==> config.mk <==
export PLATFORM = sky130hd
export DESIGN_NAME = spi_slave_regfile
export DESIGN_NICKNAME = d
export VERILOG_FILES = /design/src/rtl/spi_slave_regfile.sv
export SDC_FILE = /design/constraint.sdc
export NUM_CORES = 1
export LEC_CHECK = 0
export CORE_AREA = 3 3 87 152
export CTS_CLUSTER_DIAMETER = 150
export DETAILED_ROUTE_END_ITERATION = 8
export DIE_AREA = 0 0 90 155
export PLACE_DENSITY = 0.57
export RECOVER_POWER = 100
export SYNTH_ARGS = -nofsm -noshare
export SYNTH_HDL_FRONTEND = slang
export SYNTH_SLANG_ARGS = --single-unit
==> constraint.sdc <==
create_clock -name clk_50M -period 2.3 [get_ports clk_50M]
set_clock_uncertainty 0.15 [all_clocks]
set_input_delay 0.23 -clock clk_50M [delete_from_list [all_inputs] [get_ports clk_50M]]
set_output_delay 0.23 -clock clk_50M [all_outputs]
set_load 0.005 [all_outputs]
==> src/rtl/spi_slave_regfile.sv <==
// spi_slave_regfile: SPI mode-0 slave with an 8x8 register file, all SPI inputs oversampled on clk_50M
module spi_slave_regfile #(
  parameter int SYNC_STAGES = 2,
  parameter logic [7:0] REG_RESET = 8'h00
) (
  input  logic       clk_50M,
  input  logic       reset,
  input  logic       SCLK,
  input  logic       SS,
  input  logic       MOSI_bit,
  output logic       MISO_bit,
  input  logic [2:0] rd_addr,
  output logic [7:0] rd_data,
  output logic       wr_strobe,
  output logic [2:0] wr_addr,
  output logic       frame_err
);
  typedef enum logic [1:0] {IDLE, CMD, DATA, DONE} state_t;
  state_t state, state_n;
  logic [SYNC_STAGES-1:0] sclk_sync, ss_sync, mosi_sync, flush;
  logic sclk_d, ss_d, armed, w;
  logic sclk_s, ss_s, mosi_s, sclk_rise, sclk_fall, ss_rise, ss_fall;
  logic [4:0] bit_cnt;
  logic [6:0] cmd_sr;
  logic [7:0] tx_sr, rx_sr;
  logic [2:0] addr, cmd_addr;
  logic [7:0] regs [8];
  assign sclk_s = sclk_sync[SYNC_STAGES-1];
  assign ss_s = ss_sync[SYNC_STAGES-1];
  assign mosi_s = mosi_sync[SYNC_STAGES-1];
  assign sclk_rise = sclk_s & ~sclk_d & ~ss_s;
  assign sclk_fall = ~sclk_s & sclk_d & ~ss_s;
  assign ss_rise = ss_s & ~ss_d;
  // armed ignores the SS fall produced by reset values draining out of the synchroniser mid-frame
  assign ss_fall = ~ss_s & ss_d & armed;
  assign cmd_addr = {cmd_sr[1:0], mosi_s};
  assign rd_data = regs[rd_addr];
  always_comb begin
    state_n = state;
    case (state)
      IDLE: state_n = ss_fall ? CMD : IDLE;
      CMD:  state_n = ss_rise ? IDLE : (sclk_rise && bit_cnt == 5'd7) ? DATA : CMD;
      DATA: state_n = ss_rise ? IDLE : (sclk_rise && bit_cnt == 5'd15) ? DONE : DATA;
      DONE: state_n = ss_rise ? IDLE : DONE;
      default: state_n = IDLE;
    endcase
  end
  always_ff @(posedge clk_50M) begin
    if (!reset) begin
      sclk_sync <= '0;
      ss_sync <= '1;
      mosi_sync <= '0;
      flush <= '0;
      sclk_d <= 1'b0;
      ss_d <= 1'b1;
      armed <= 1'b0;
      state <= IDLE;
      bit_cnt <= '0;
      cmd_sr <= '0;
      tx_sr <= '0;
      rx_sr <= '0;
      addr <= '0;
      w <= 1'b0;
      MISO_bit <= 1'b0;
      wr_strobe <= 1'b0;
      wr_addr <= '0;
      frame_err <= 1'b0;
      for (int i = 0; i < 8; i++) regs[i] <= REG_RESET;
    end else begin
      sclk_sync <= {sclk_sync[SYNC_STAGES-2:0], SCLK};
      ss_sync <= {ss_sync[SYNC_STAGES-2:0], SS};
      mosi_sync <= {mosi_sync[SYNC_STAGES-2:0], MOSI_bit};
      flush <= {flush[SYNC_STAGES-2:0], 1'b1};
      sclk_d <= sclk_s;
      ss_d <= ss_s;
      armed <= armed | (flush[SYNC_STAGES-1] & ss_s);
      state <= state_n;
      frame_err <= ss_rise && ((state == CMD && bit_cnt != 5'd0) || state == DATA);
      wr_strobe <= state == DATA && sclk_rise && bit_cnt == 5'd15 && w;
      if (state == DATA && sclk_rise && bit_cnt == 5'd15 && w) wr_addr <= addr;
      if (wr_strobe) regs[wr_addr] <= rx_sr;
      if (state == IDLE) bit_cnt <= '0;
      else if (sclk_rise && state != DONE) bit_cnt <= bit_cnt + 5'd1;
      if (state == CMD && sclk_rise) begin
        cmd_sr <= {cmd_sr[5:0], mosi_s};
        if (bit_cnt == 5'd7) begin
          addr <= cmd_addr;
          w <= cmd_sr[6];
          tx_sr <= regs[cmd_addr];
        end
      end
      if (state == DATA && sclk_rise) rx_sr <= {rx_sr[6:0], mosi_s};
      if (state == DATA && sclk_fall) tx_sr <= {tx_sr[6:0], 1'b0};
      MISO_bit <= state_n == IDLE ? 1'b0 : (state == DATA && sclk_fall) ? tx_sr[7] : MISO_bit;
    end
  end
endmodule

==> impl_metrics.tcl <==
set metrics [dict create \
    final-seq-area_mm2 0.00294 \
    wl_per_cell_um 19.2 \
    fp.dieW_um 90 \
    r2r-start "cmd_sr[0]" \
    criticalPathCategory "in -> out" \
    track_usage_pct 19.3 \
    setup_viol 0 \
    ys_seq_area_share_pct 54.4 \
    clkPwrFrac_pct 53.7 \
    die_area_mm2 0.0140 \
    grt_pass1_wl_um 20000 \
    synthFlopType "edfxtp_1" \
    cts_tree "yes" \
    yosys_warnings 0 \
    setup_slack_ns 0.0880 \
    cts_max_path_buffers 2 \
    syn_inst 429 \
    worstSetupEndpoint "rd_data[0]" \
    tightestPinTransition_ns 0.788 \
    cts_inserted_buffers 17 \
    ir_drop_mv 0.498 \
    finalNonFillerCells 661 \
    row_count 53 \
    final_cell_mix "edfxtp_1 (64), dfxtp_1 (51), and2_0 (48), nor2_1 (33), nand2_1 (24)" \
    syn_to_final_growth_pct 22.0 \
    fill_cells 1055 \
    fin_nets 494 \
    worst_setup_path_end_kind "primary output" \
    fin_crit_sh_pct 96.2 \
    cts_max_level 4 \
    drcViolationCount 0 \
    start_kind "input pin" \
    die_h_um 155 \
    finalHoldViolations 0 \
    yosysUniqueCellTypes 40 \
    drt_iter0_drc 187 \
    routabilityCongestion 0.807 \
    ios 22 \
    synth_edf_count 64 \
    cap_viol_max_count 0 \
    finalWirelength_um 12700 \
    multi_input_area_mm2 0.00227 \
    drtPass1Iterations 4 \
    critPathLaunch "rd_addr[0]" \
    p_total_uw 5360 \
    hold_path_class "in -> reg" \
    r2r-end "tx_sr[5]" \
    antenna_found_initial 0 \
    ant_nets 0 \
    tns_ns 0 \
    pre_cts_ws_ns -0.281 \
    diodes 0 \
    cts_sinks 115 \
    pwr_density_cell_mw_per_mm2 812 \
    start_util_pct 44.8 \
    leakage_uw 0.00242 \
    critPathRequiredTime_ns 1.92 \
    drive_above_1_share_pct 17.3 \
    holdWs_ns 0.230 \
    fmax_mhz 452 \
    syn_nets 440 \
    vias 3548 \
    crit_fanout 8 \
    drv_slew 0 \
    root_buffer "clkbuf_16" \
    arrival_ns 1.83 \
    numPortBuffers 21 \
    seqPwrFrac_pct 42.0 \
    fp.coreArea_mm2 0.0121 \
    period_minus_slack_ns 2.21 \
    relSlewSlack_pct 47.3 \
    status "finished clean" \
    synth_seq_cells 115 \
    netlist_area_mm2 0.00541 \
    reg2reg_depth 6 \
    cts.reportedPaths.clkPinSlew_ns 0.05 \
    avgViaCountPerCell 5.37 \
    clk_latency_ns 0.41 \
    dp_cells 624 \
    swShare_pct 19.5 \
    intPower_uw 4320 \
    power_frac_comb_pct 4.4 \
    postSynthAreaPerCell_um2 12.6 \
    layout_commonest_cell "edfxtp_1" \
    r2r_slack_ns 0.11 \
    dpl.hpwl_um 8910 \
    ys_async_sr_fraction_pct 0 \
    grt_overflow 0 \
    rsz0062_at_grt "no" \
    p_sw_uw 1050 \
    grt_max_degree 23 \
    grt_pass1_vias 3665 \
]
## registers in the layout, indices dropped and copies added (netlist names), 3 cells and up
| signal | flops |
|---|---|
| rx_sr | 8 |
| regs | 64 |
| wr_addr | 3 |
| cmd_sr | 7 |
| tx_sr | 8 |
| addr | 3 |
| bit_cnt | 5 |
## synthesized netlist by cell type, types with 4 or more instances
| cell type | n | area share, % |
|---|---|---|
| a21oi_1 | 20 | 1.9 |
| and2_1 | 70 | 8.1 |
| and3_1 | 10 | 1.2 |
| buf_2 | 5 | 0.46 |
| clkbuf_1 | 9 | 0.62 |
| dfxtp_1 | 51 | 19 |
| edfxtp_1 | 64 | 36 |
| inv_1 | 12 | 0.83 |
| mux2_2 | 8 | 1.7 |
| mux2i_1 | 15 | 2.8 |
| mux4_1 | 11 | 5.3 |
| mux4_2 | 21 | 8.7 |
| nand2_1 | 24 | 1.7 |
| nand2b_1 | 8 | 0.93 |
| nand3_1 | 21 | 1.9 |
| nor2_1 | 33 | 2.3 |
| nor3_1 | 4 | 0.37 |
| o21ai_0 | 7 | 0.65 |
| o31a_1 | 7 | 1.1 |
## through the flow
step | utilization [%] | instance area, µm²
3_3_place_gp | 49.3 | 5950
6_report | 54.7 | 6600
5_1_grt | 54.7 | 6600
2_1_floorplan | - | 5410
4_1_cts | 55.2 | 6660
3_5_place_dp | 49.3 | 5950
## layer usage
| metal | vias up | track usage, % | share of wire (%) | wire length, µm |
|---|---|---|---|---|
| li1 | 1673 | - | - | - |
| met5 | - | 0 | 0 | 0 |
| met4 | 0 | 10.1 | 2.8 | 354 |
| met2 | 77 | 36.8 | 58 | 7310 |
| met3 | 27 | 3.97 | 2.9 | 371 |
| met1 | 1771 | 19.6 | 37 | 4650 |
## power by group through the flow
stage	Combinational [µW]	Sequential [µW]	Clock, µW
4_1_cts	251	2250	2910
2_1_floorplan	141	2280	0
6_report	235	2250	2880
3_5_place_dp	251	2290	0
3_3_place_gp	248	2290	0
5_1_grt	252	2250	3030
## critical path, stage by stage
cell           delay, ns
dlygate4sd2_1       0.36
buf_12              0.19
mux4_2              0.49
mux2_2              0.29
dlygate4sd2_1       0.26
## cell families after synthesis
group / synth area share (%)
buf+inv: 3.58
compound gates: 4.53
flops: 54.4
xor+xnor: 0.486
mux: 18.5
fa+ha+maj: 0.694
simple gates: 17.8
## repair_timing
| item | CTS | global route |
|---|---|---|
| setup buffers | 4 | 0 |
| gates resized for setup | 10 | 0 |
| hold endpoints to repair | 0 | 0 |
| hold buffers | 0 | 0 |
| endpoints found under the setup margin | 8 | 0 |
## worst min path at each step
stage	start	end	slack (ns)	depth (start not counted)
finish	SS	ss_sync[0]	0.23	2
global route	SS	ss_sync[0]	0.25	2
CTS	SS	ss_sync[0]	0.22	2
detailed placement	ss_sync[0]	ss_sync[1]	0.25	1
global placement	ss_sync[0]	ss_sync[1]	0.25	1
floorplan	reset	flush[0]	0.11	0
## final cells by class
| class | instances | share of cell area, % |
|---|---|---|
| Sequential cell | 115 | 44.6 |
| Multi-Input combinational cell | 279 | 34.4 |
| Clock buffer | 21 | 7.47 |
| Timing Repair Buffer | 57 | 7.11 |
| Tap cell | 165 | 3.13 |
| Clock inverter | 11 | 2.56 |
| Inverter | 13 | 0.739 |
(Power assumes the default switching activity.)
==> patch (config.mk and constraints unchanged) <==
Set the parameter `SYNC_STAGES` to 4 (it was 2).
--- a/src/rtl/spi_slave_regfile.sv
+++ b/src/rtl/spi_slave_regfile.sv
@@ -1,6 +1,6 @@
 // spi_slave_regfile: SPI mode-0 slave with an 8x8 register file, all SPI inputs oversampled on clk_50M
 module spi_slave_regfile #(
-  parameter int SYNC_STAGES = 2,
+  parameter int SYNC_STAGES = 4,
   parameter logic [7:0] REG_RESET = 8'h00
 ) (
   input  logic       clk_50M,
Behaviour: not the same (Yosys sat finds a counterexample within 10 cycles, from zero or initial values and one cycle with reset low).
==> patch against the original RTL <==
Via count is 5.5% higher. Wire length is 6.7% higher. Setup slack worse by 0.016 ns. Cell count is 1.5% higher. Highest routed layer unchanged. Final area is 3.2% higher. Sequential share of layout area is 0.98 points higher. Count of clock-buffer cells in the layout is 1 lower. Largest power group unchanged. Total power is 0.64% higher. Sequential cell count is 8 higher. Synthesized area is 5.7% higher.
==> patch: results (changes against the original RTL) <==
[drt]
drt_iter0_markers = 140  ; -25%
routed_wl_um = 13500  ; +6.7%
wl_met2_um = 7730  ; +5.7%
wl_met1_um = 4820  ; +3.6%
wl_met3_um = 644  ; +74%
vias_per_cell = 5.58  ; +3.9%

[critical_path]
arrival_ns = 1.85  ; +0.02 ns
rr_startpoint = bit_cnt[1]$_SDFFE_PP0P_
crit_family = multiplexers
ff2ff_setup_slack_ns = 0.30  ; +0.19 ns
crit_fanout = 2  ; -6
crit_end = rd_data[5]

[finish]
final_cell_area_sq_um = 6810  ; +3.2%
drive_above_1_share_pct = 16.2  ; -1.1 points
stdcell_count = 671  ; +1.5%

[global_route]
use_met2_pct = 39.4  ; +2.7 points
grt_pass1_wl_um = 21100  ; +5.8%
grt_start_max_net_pins = 52  ; +130%
gr-usage-met3_pct = 4.45  ; +0.48 points

[synth]
ys_seq_area_share_pct = 54.3  ; -0.13 points
ys_top_cells_by_area = edfxtp_1 (34%), dfxtp_1 (21%), and2_1 (8.4%)
synth_nets = 455  ; +3.4%
synth.distinct_cells = 45  ; +13%
syn_inst = 444  ; +3.5%
yosys.area_share.adder_pct = 0.656  ; -0.037 points

[status]
outcome = finished, final reports clean

[placed_design]
globalplace.congestion = 0.768  ; -4.9%
dpl_worst_slack_ns = -0.295  ; -0.0137 ns
placed_cells = 636  ; +1.9%
placed_cell_area_sq_um = 6240  ; +4.8%
hpwl_um = 9400  ; +5.4%

[cts]
cts-hold-fix-buffers = 1  ; +1

patch: changes by cell type after synthesis, sizes merged, moves of 8 or more:
| cell | unedited run | this run |
|---|---|---|
| a21boi | 0 | 19 |
| dfxtp | 51 | 59 |
| a21oi | 20 | 6 |
| inv | 12 | 3 |
| nor2 | 33 | 17 |
| o21ai | 7 | 16 |
patch: layout make-up:
| type | instances | share of cell area, % |
|---|---|---|
| multi-input combinational | 292 | 35.4 |
| clock inverter | 12 | 1.84 |
| inverter | 3 | 0.165 |
| tap | 165 | 3.03 |
| timing repair buffer | 56 | 6.69 |
| clock buffer | 20 | 7.35 |
| sequential | 123 | 45.6 |
patch: power by group:
| group | internal, mW | total [mW] | switching [mW] |
|---|---|---|---|
| Combinational | 0.146 | 0.258 | 0.112 |
| Sequential | 2.37 | 2.41 | 0.0369 |
| Clock | 1.71 | 2.73 | 1.02 |
| Total | 4.22 | 5.40 | 1.17 |
